<file path="src/rtl/contador_param.sv">
// Parametrised multi-mode counter: up-by-STEP, down-by-1, up-by-1 and parallel load,
// with registered carry/borrow (rco) and load strobes aligned to the Q update.
module contador_param #(
  parameter int          WIDTH = 8,
  parameter int unsigned STEP  = 3
) (
  input  logic             clk,
  input  logic             reset,
  input  logic             enable,
  input  logic [1:0]       mode,
  input  logic [WIDTH-1:0] D,
  output logic [WIDTH-1:0] Q,
  output logic             rco,
  output logic             load
);

  localparam logic [WIDTH:0]   STEP_EXT = (WIDTH + 1)'(STEP);
  localparam logic [WIDTH-1:0] ZERO     = {WIDTH{1'b0}};
  localparam logic [WIDTH-1:0] ALL_ONES = {WIDTH{1'b1}};
  localparam logic [WIDTH-1:0] ONE      = {{(WIDTH-1){1'b0}}, 1'b1};

  logic [WIDTH-1:0] q_r;
  logic             rco_r;
  logic             load_r;
  logic [WIDTH:0]   sum_s;
  logic [WIDTH-1:0] q_next_s;
  logic             rco_next_s;
  logic             load_next_s;

  // Next-state selection; the extra sum bit carries the mode-00 wrap indication.
  always_comb begin
    sum_s       = {1'b0, q_r} + STEP_EXT;
    q_next_s    = q_r;
    rco_next_s  = 1'b0;
    load_next_s = 1'b0;
    if (enable) begin
      case (mode)
        2'b00: begin
          q_next_s   = sum_s[WIDTH-1:0];
          rco_next_s = sum_s[WIDTH];
        end
        2'b01: begin
          q_next_s   = q_r - ONE;
          rco_next_s = (q_r == ZERO);
        end
        2'b10: begin
          q_next_s   = q_r + ONE;
          rco_next_s = (q_r == ALL_ONES);
        end
        2'b11: begin
          q_next_s    = D;
          load_next_s = 1'b1;
        end
        default: begin
          q_next_s    = q_r;
          rco_next_s  = 1'b0;
          load_next_s = 1'b0;
        end
      endcase
    end else begin
      q_next_s    = q_r;
      rco_next_s  = 1'b0;
      load_next_s = 1'b0;
    end
  end

  // Count and strobe registers, cleared asynchronously by reset.
  always_ff @(posedge clk or negedge reset) begin
    if (!reset) begin
      q_r    <= ZERO;
      rco_r  <= 1'b0;
      load_r <= 1'b0;
    end else begin
      q_r    <= q_next_s;
      rco_r  <= rco_next_s;
      load_r <= load_next_s;
    end
  end

  assign Q    = q_r;
  assign rco  = rco_r;
  assign load = load_r;

endmodule

</file>
<file path="config.mk">
export PLATFORM = sky130hd
export DESIGN_NAME = contador_param
export DESIGN_NICKNAME = d
export VERILOG_FILES = /design/src/rtl/contador_param.sv
export SDC_FILE = /design/constraint.sdc
export NUM_CORES = 1
export LEC_CHECK = 0
export ABC_AREA = 0
export CELL_PAD_IN_SITES_DETAIL_PLACEMENT = 1
export CELL_PAD_IN_SITES_GLOBAL_PLACEMENT = 1
export CORE_ASPECT_RATIO = 1.5
export CORE_MARGIN = 3
export CORE_UTILIZATION = 41
export CTS_BUF_LIST = sky130_fd_sc_hd__clkbuf_4
export CTS_CLUSTER_DIAMETER = 40
export CTS_CLUSTER_SIZE = 25
export DETAILED_ROUTE_END_ITERATION = 8
export GPL_TIMING_DRIVEN = 0
export MAX_ROUTING_LAYER = met4
export PLACE_DENSITY_LB_ADDON = 0.1
export SKIP_CTS_REPAIR_TIMING = 1
export SYNTH_ARGS = -nofsm -noshare
export SYNTH_HDL_FRONTEND = slang
export SYNTH_SLANG_ARGS = --single-unit
</file>
<file path="constraint.sdc">
create_clock -name clk -period 3.9 [get_ports clk]
set_input_delay 0.39 -clock clk [delete_from_list [all_inputs] [get_ports clk]]
set_output_delay 0.39 -clock clk [all_outputs]
set_load 0.1 [all_outputs]
</file>
==> flow_metrics.env, run 1 <==
export IMPL_drv_slew=0
export IMPL_crit_type="input port to flop"
export IMPL_tightest_slew_ns=0.9724
export IMPL_crit_slowest_cell="clkdlybuf4s50_1"
export IMPL_fin_util_pct=55.86
export IMPL_synth_commonest_cells="nand2_1 (15), ha_1 (14), a21oi_1 (11)"
export IMPL_relSlewSlack_pct=34.97
export IMPL_syn_nets=155
export IMPL_synth_seq_cells=10
export IMPL_grt_use_total_pct=24.41
export IMPL_antenna_found_initial=0
export IMPL_first_pass_iters=4
export IMPL_dp_hpwl_um=2417
export IMPL_cts_sinks=10
export IMPL_synth_area_leaders="dfrtp_1 (24%), ha_1 (17%), nand2_1 (5.4%)"
export IMPL_synthFlopType="dfrtp_1"
export IMPL_powerDensity_mw_per_mm2=769.6
export IMPL_cts_made_buffers=3
export IMPL_timing_final_crit_share_pct=72.34
export IMPL_port_buffers=21
export IMPL_remaining_drc_errors=0
export IMPL_min_period_ns=2.821
export IMPL_layout_nets=181
export IMPL_dieArea_mm2=0.003202
export IMPL_path_cells="clkdlybuf4s50_1 -> inv_1 -> ha_1 -> inv_1 -> ha_1 -> o21ai_0 -> o211a_1 -> or3_1 -> a211oi_1 -> nor3b_2"
export IMPL_yosys_area_top_type="dfrtp_1"
export IMPL_coreArea_mm2=0.002338
export IMPL_antenna_left=0
export IMPL_yosysMostFrequentCell="nand2_1"
export IMPL_cts_tree="done"
export IMPL_seqPwrFrac_pct=21.6
export IMPL_boundaryPins=23
export IMPL_ys_warnings_count=0
export IMPL_rsz0062_at_grt="false"
export IMPL_cts_buffer_depth=2
export IMPL_cp_slowest_stage_delay_ns=0.48
export IMPL_diodes=0
export IMPL_critPathArrivalTime_ns=2.98
export IMPL_p_int_uw=413.9
export IMPL_async_reset_ff_share_pct=100.0
export IMPL_die_x_um=47.22
export IMPL_clk_latency_ns=0.27
export IMPL_status="finished clean"
export IMPL_start_kind="input port"
export IMPL_routed_wl_um=3173
export IMPL_hold_path_class="input port to async pin"
export IMPL_syn_avg_cell_area_um2=8.226
export IMPL_p_leak_nw=0.5659
export IMPL_syn_area_mm2=0.001045
export IMPL_grt_start_max_net_pins=11
export IMPL_ys_types=41
export IMPL_switching_share_pct=58.83
export IMPL_root_buffer="clkbuf_4"
export IMPL_path_delay_family="buffers and inverters"
export IMPL_p_clk_share_pct=7.5
export IMPL_critPathBufInv=3
export IMPL_cp_max_fo=7
export IMPL_critPathRequiredTime_ns=4.06
export IMPL_end_kind="flop"
export IMPL_drtIter0Drc=16
export IMPL_grt_overflow=0
export IMPL_layout_drive_gt1_share_pct=4.636
export IMPL_peakVddDrop_mv=0.4546
export IMPL_gp_congestion=0.8104
export IMPL_hold_viol_final=0
export IMPL_die_y_um=67.83
export IMPL_syn_inst=127
export IMPL_setup_violations=0
export IMPL_ys_seq_area_share_pct=23.95
export IMPL_syn_to_final_growth_pct=25.03
export IMPL_finClkSkew_ns=0.002595
export IMPL_maxCapViolations=0
export IMPL_fin_tns_setup_ns=0
export IMPL_cts_htree_levels=1
export IMPL_grt_pass1_vias=1164
export IMPL_combPwrFrac_pct=70.9
export IMPL_num_vias=1092
export IMPL_path_clk_slew_ns=0.07
export IMPL_wire_per_inst_um=18.24
export IMPL_grt_pass1_wl_um=5402
export IMPL_power_switching_uw=591.5
export IMPL_synth_edf_count=0
export IMPL_yosysTopAreaCellShare_pct=23.95
export IMPL_rows=21
export IMPL_max_freq_mhz=354.4
export IMPL_via_per_inst=6.276
export IMPL_start_util_pct=44.68
## placed cells by master, fill, tap and decap left out, types with 2 or more instances in the layout
cell type and count:
a221oi_1 2, clkdlybuf4s50_1 21, a211oi_1 3, a22o_1 2, xnor2_1 3, inv_1 6, clkbuf_4 3, dfrtp_1 10
a21oi_1 11, a41oi_1 2, a221o_1 2, clkbuf_1 3, nor3_1 3, nand3_1 2, and2_1 2, xor2_1 2
a21o_1 2, nor2b_1 2, nand2_1 15, nor2_1 10, ha_1 14, o21ai_0 10
## area by class of cell
class	instances	area, um^2
buffer	3	11.26
clock buffer	3	22.52
fill	295	1032
inverter	6	22.52
multi-input combinational	108	760.7
sequential	10	250.2
tap	23	28.78
timing repair buffer	21	210.2
## layer usage
layer / wire length (um) / track usage [%] / vias up
met5: 0 / - / -
met4: 90 / 11.07 / 0
met3: 123 / 3.158 / 8
met2: 1600 / 40.48 / 31
met1: 1359 / 28.41 / 536
li1: - / - / 517
## flip-flops by register name (all words and copies together) (netlist names)
name	count
rco	1
Q	8
load	1
## path summary, 6_finish.rpt
path	slack, ns	depth (start not counted)	startpoint	to
max in group asynchronous	3.09	1	reset	Q[3]
worst max register to register	1.69	6	Q[0]	Q[4]
min in group clk	0.60	3	enable	Q[4]
worst min-delay path	0.46	1	reset	load
worst max-delay path	1.08	10	mode[0]	Q[7]
worst min register to register	0.69	2	Q[6]	Q[6]
## power by group through the flow
stage	Combinational, mW	Clock, mW	Sequential [mW]
3_3_place_gp	0.690	0	0.212
2_1_floorplan	0.307	0	0.441
3_5_place_dp	0.709	0	0.216
5_1_grt	0.773	0.0855	0.224
4_1_cts	0.715	0.0750	0.214
6_report	0.713	0.0754	0.217
## stage by stage
step	area (um^2)	cells	total power, mW	hold slack [ns]	setup slack [ns]
final	1306	174	1.005	0.4585	1.079
after floorplan	1045	127	0.7476	0.09441	1.369
after global placement	1284	171	0.9022	0.6384	0.9315
after CTS	1306	174	1.004	0.4718	1.061
after detailed placement	1284	171	0.9250	0.6627	0.8065
after global routing	1306	174	1.083	0.4673	0.8787
## worst reg2reg max path, stage by stage, from the launching register on
cell and delay [ns]:
dfrtp_1 0.52, fa_1 0.51, a21o_1 0.20, a21oi_1 0.22
xnor2_1 0.12, a221o_1 0.31, a22o_1 0.23
## kinds of logic after synthesis
kind of cell,Yosys count,synth area share (%)
AO/OA/AOI/OAI,44,28.39
AND/OR/NAND/NOR,44,21.56
adder cells (fa/ha/maj),15,18.68
flip-flops,10,23.95
buffers and inverters,9,3.233
XOR/XNOR,5,4.192
Power figures use the tool's default switching activity.
==> run 2: changes to the inputs <==
Settings changed: CORE_UTILIZATION 41 to 34.
Clock period 3.9 ns to 2.4 ns, I/O delays scaled along.
==> flow_metrics.env, run 2 (synthesis gave the netlist of run 1 again) <==
export IMPL_path_delay_family="buffers and inverters"
export IMPL_grt_pass1_wl_um=5437
export IMPL_gp_congestion=0.8014
export IMPL_crit_type="flop to output pin"
export IMPL_num_vias=1083
export IMPL_grt_overflow=0
export IMPL_antenna_found_initial=0
export IMPL_rsz0062_at_grt="false"
export IMPL_hold_viol_final=0
export IMPL_wire_per_inst_um=16.60
export IMPL_syn_to_final_growth_pct=30.30
export IMPL_hold_path_class="input port to async pin"
export IMPL_cts_buffer_depth=2
export IMPL_cts_htree_levels=1
export IMPL_critPathArrivalTime_ns=1.98
export IMPL_cts_tree="done"
export IMPL_fin_tns_setup_ns=0
export IMPL_total_power_mw=1.649
export IMPL_post_place_ws_ns=-0.5389
export IMPL_cp_max_fo=7
export IMPL_routed_wl_um=3170
export IMPL_clk_latency_ns=0.27
export IMPL_dieArea_mm2=0.003788
export IMPL_grt_pass1_vias=1125
export IMPL_dp_hpwl_um=2502
export IMPL_path_cells="clkdlybuf4s50_1"
export IMPL_diodes=0
export IMPL_antenna_left=0
export IMPL_cp_depth=1
export IMPL_status="finished clean"
export IMPL_grt_busiest_layer="met2"
export IMPL_boundaryPins=23
export IMPL_end_kind="output pin"
export IMPL_finClkSkew_ns=0.0002904
export IMPL_p_leak_nw=0.5807
export IMPL_hold_ws_ns=0.3133
export IMPL_layout_nets=181
export IMPL_rows=24
export IMPL_via_per_inst=5.670
export IMPL_critPathBufInv=1
export IMPL_start_util_pct=35.87
export IMPL_min_period_ns=2.216
export IMPL_final_cell_mix="clkdlybuf4s50_1 (19), nand2_1 (15), ha_1 (13)"
export IMPL_grt_use_met1_pct=22.83
export IMPL_crit_slowest_cell="clkdlybuf4s50_1"
export IMPL_setup_violations=0
export IMPL_coreArea_mm2=0.002913
export IMPL_path_clk_slew_ns=0.08
export IMPL_reg2regPathDepth=6
export IMPL_tightest_slew_ns=0.9727
export IMPL_cts_sinks=10
export IMPL_layout_drive_gt1_share_pct=10.53
export IMPL_mostFrequentLayoutCell="clkdlybuf4s50_1"
export IMPL_remaining_drc_errors=0
export IMPL_powerDensity_mw_per_mm2=1211
export IMPL_cp_slowest_stage_delay_ns=1.19
export IMPL_die_y_um=73.89
export IMPL_die_x_um=51.26
export IMPL_max_freq_mhz=451.3
export IMPL_peakVddDrop_mv=0.6814
export IMPL_port_buffers=21
export IMPL_drtIter0Drc=22
export IMPL_timing_final_crit_share_pct=92.32
export IMPL_grtUsageMet3_pct=2.840
export IMPL_start_kind="flop"
export IMPL_fin_ws_ns=0.1844
export IMPL_maxCapViolations=0
export IMPL_grtUsageMet2_pct=33.72
export IMPL_largest_reg_flops=8
export IMPL_critPathRequiredTime_ns=2.16
export IMPL_drv_slew=0
export IMPL_root_buffer="clkbuf_4"
export IMPL_first_pass_iters=4
export IMPL_grt_use_total_pct=19.71
export IMPL_relSlewSlack_pct=34.95
export IMPL_grt_start_max_net_pins=11
export IMPL_cts_made_buffers=3
run 2: cell count changes in the layout (fill, tap and decap cells not counted), moves of 2 or more:
cell,previous run,this run
dfrtp_2,0,4
dlymetal6s2s_1,0,2
dfrtp_1,10,6
clkdlybuf4s50_1,21,19
inv_1,6,4
inv_2,0,2
run 2: area by class of cell:
class / instances / area (um^2)
plain buffers: 3 / 11.26
clock buffers: 3 / 22.52
clock inverters: 1 / 3.754
fillers: 365 / 1551
inverters: 6 / 22.52
multi-input cells: 108 / 782.0
flip-flops and latches: 10 / 255.2
well taps: 39 / 48.80
repair buffers: 21 / 215.2
run 2: report_power, final:
| group | switching, mW | leakage (nW) | internal [mW] | total (mW) |
|---|---|---|---|---|
| Clock | 0.0702 | 0.0154 | 0.0602 | 0.130 |
| Combinational | 0.766 | 0.443 | 0.399 | 1.16 |
| Sequential | 0.127 | 0.122 | 0.227 | 0.354 |
| Total | 0.963 | 0.581 | 0.686 | 1.65 |
run 2: path summary, 6_finish.rpt:
path | startpoint | to | slack [ns]
worst max-delay path | Q[4] | Q[4] | 0.18
worst min-delay path | reset | rco | 0.31
worst max register to register | Q[0] | Q[4] | 0.31
worst min register to register | Q[2] | Q[2] | 0.65
max in group asynchronous | reset | Q[3] | 1.70
min in group clk | mode[0] | rco | 0.41
run 2: per-layer routing:
layer	vias up	share of wire [%]
met1	536	43
met2	17	52
met3	6	2.6
met4	0	2.1
met5	-	0
li1	524	-
run 2: worst reg2reg max path, delay by kind of cell, from the launching register on:
kind            cells  cell delay, ns
xor+xnor            1            0.10
fa+ha+maj           1            0.48
compound gates      4            0.90
flops               1            0.49
run 2: metrics by stage:
stage               cells  util (%)  area, um^2
floorplan             127         -        1050
global placement      187     44.93        1309
CTS                   191     45.83        1335
global route          191     46.74        1361
finish                191     46.74        1361
detailed placement    187     44.93        1309
==> run 3: changes to the inputs <==
Settings changed: CORE_MARGIN 3 to default.
==> flow_metrics.env, run 3 (synthesis gave the netlist of run 1 again) <==
export IMPL_drv_slew=0
export IMPL_rows=24
export IMPL_start_kind="flop"
export IMPL_dieArea_mm2=0.003303
export IMPL_grt_start_max_net_pins=11
export IMPL_syn_to_final_growth_pct=32.69
export IMPL_max_freq_mhz=453.2
export IMPL_mostFrequentLayoutCell="clkdlybuf4s50_1"
export IMPL_min_period_ns=2.206
export IMPL_path_clk_slew_ns=0.08
export IMPL_die_x_um=47.26
export IMPL_critPathBufInv=1
export IMPL_layout_nets=181
export IMPL_rsz0062_at_grt="false"
export IMPL_coreArea_mm2=0.002913
export IMPL_drtIter0Drc=24
export IMPL_first_pass_iters=6
export IMPL_fin_ws_ns=0.1936
export IMPL_cts_buffer_depth=2
export IMPL_layout_drive_gt1_share_pct=11.84
export IMPL_post_place_ws_ns=-0.5434
export IMPL_path_cells="clkdlybuf4s50_1"
export IMPL_total_power_mw=1.682
export IMPL_fin_util_pct=47.59
export IMPL_dp_cells=187
export IMPL_antenna_found_initial=0
export IMPL_wl_met3_um=82
export IMPL_dp_hpwl_um=2492
export IMPL_fin_cells=191
export IMPL_reg2regPathDepth=6
export IMPL_antenna_left=0
export IMPL_grt_use_total_pct=22.74
export IMPL_p_leak_nw=0.5813
export IMPL_crit_type="flop to output pin"
export IMPL_clk_latency_ns=0.27
export IMPL_critPathArrivalTime_ns=1.97
export IMPL_final_cell_mix="clkdlybuf4s50_1 (19), nand2_1 (15), ha_1 (11)"
export IMPL_dr_wl_met2_um=1759
export IMPL_grt_pass1_vias=1111
export IMPL_cts_sinks=10
export IMPL_fin_tns_setup_ns=0
export IMPL_critPathRequiredTime_ns=2.16
export IMPL_start_util_pct=35.87
export IMPL_cts_tree="done"
export IMPL_maxCapViolations=0
export IMPL_finClkSkew_ns=0.004220
export IMPL_cp_slowest_stage_delay_ns=1.19
export IMPL_powerDensity_mw_per_mm2=1213
export IMPL_crit_slowest_cell="clkdlybuf4s50_1"
export IMPL_cts_made_buffers=3
export IMPL_cts_htree_levels=1
export IMPL_boundaryPins=23
export IMPL_end_kind="output pin"
export IMPL_routed_wl_um=3241
export IMPL_hold_viol_final=0
export IMPL_peakVddDrop_mv=0.7893
export IMPL_tightest_slew_ns=0.9743
export IMPL_hold_ws_ns=0.3055
export IMPL_num_vias=1082
export IMPL_largest_reg_flops=8
export IMPL_root_buffer="clkbuf_4"
export IMPL_via_per_inst=5.665
export IMPL_highest_layer="met4"
export IMPL_port_buffers=21
export IMPL_status="finished clean"
export IMPL_gp_congestion=0.7762
export IMPL_final_area_mm2=0.001386
export IMPL_setup_violations=0
export IMPL_die_y_um=69.89
export IMPL_path_delay_family="buffers and inverters"
export IMPL_dpl_cell_area_mm2=0.001309
export IMPL_timing_final_crit_share_pct=91.93
export IMPL_wire_per_inst_um=16.97
export IMPL_wl_met1_um=1375
export IMPL_remaining_drc_errors=0
export IMPL_grt_pass1_wl_um=5292
export IMPL_cp_depth=1
export IMPL_cp_max_fo=7
export IMPL_grt_overflow=0
export IMPL_diodes=0
export IMPL_hold_path_class="input port to async pin"
export IMPL_relSlewSlack_pct=34.84
[run 3: cell count changes in the layout (fill, tap and decap cells not counted)]
cell | before | now
ha_1 | 13 | 11
ha_4 | 1 | 3
[run 3: final timing paths]
kind / start / endpoint / slack (ns)
max: Q[4] / Q[4] / 0.19
min: reset / rco / 0.31
max reg2reg: Q[0] / Q[4] / 0.32
min reg2reg: Q[0] / Q[0] / 0.65
max in group asynchronous: reset / Q[3] / 1.71
min in group clk: mode[0] / rco / 0.42
[run 3: final cells by class]
cell class	instances	area (um^2)
fill	367	1526
multi-input combinational	108	807.0
sequential	10	255.2
timing repair buffer	21	215.2
tap	39	48.80
clock buffer	3	22.52
inverter	6	22.52
buffer	3	11.26
clock inverter	1	3.754
[run 3: power breakdown]
group | internal (mW) | total [mW] | switching [mW] | leakage, nW
Clock | 0.0601 | 0.133 | 0.0725 | 0.0154
Combinational | 0.422 | 1.19 | 0.765 | 0.444
Sequential | 0.227 | 0.362 | 0.136 | 0.122
[run 3: per-layer routing]
layer / vias to the layer above / GRT usage, %
li1: 521 / -
met1: 541 / 29.17
met2: 18 / 36.23
met3: 2 / 2.584
met4: 0 / 6.667
met5: - / -
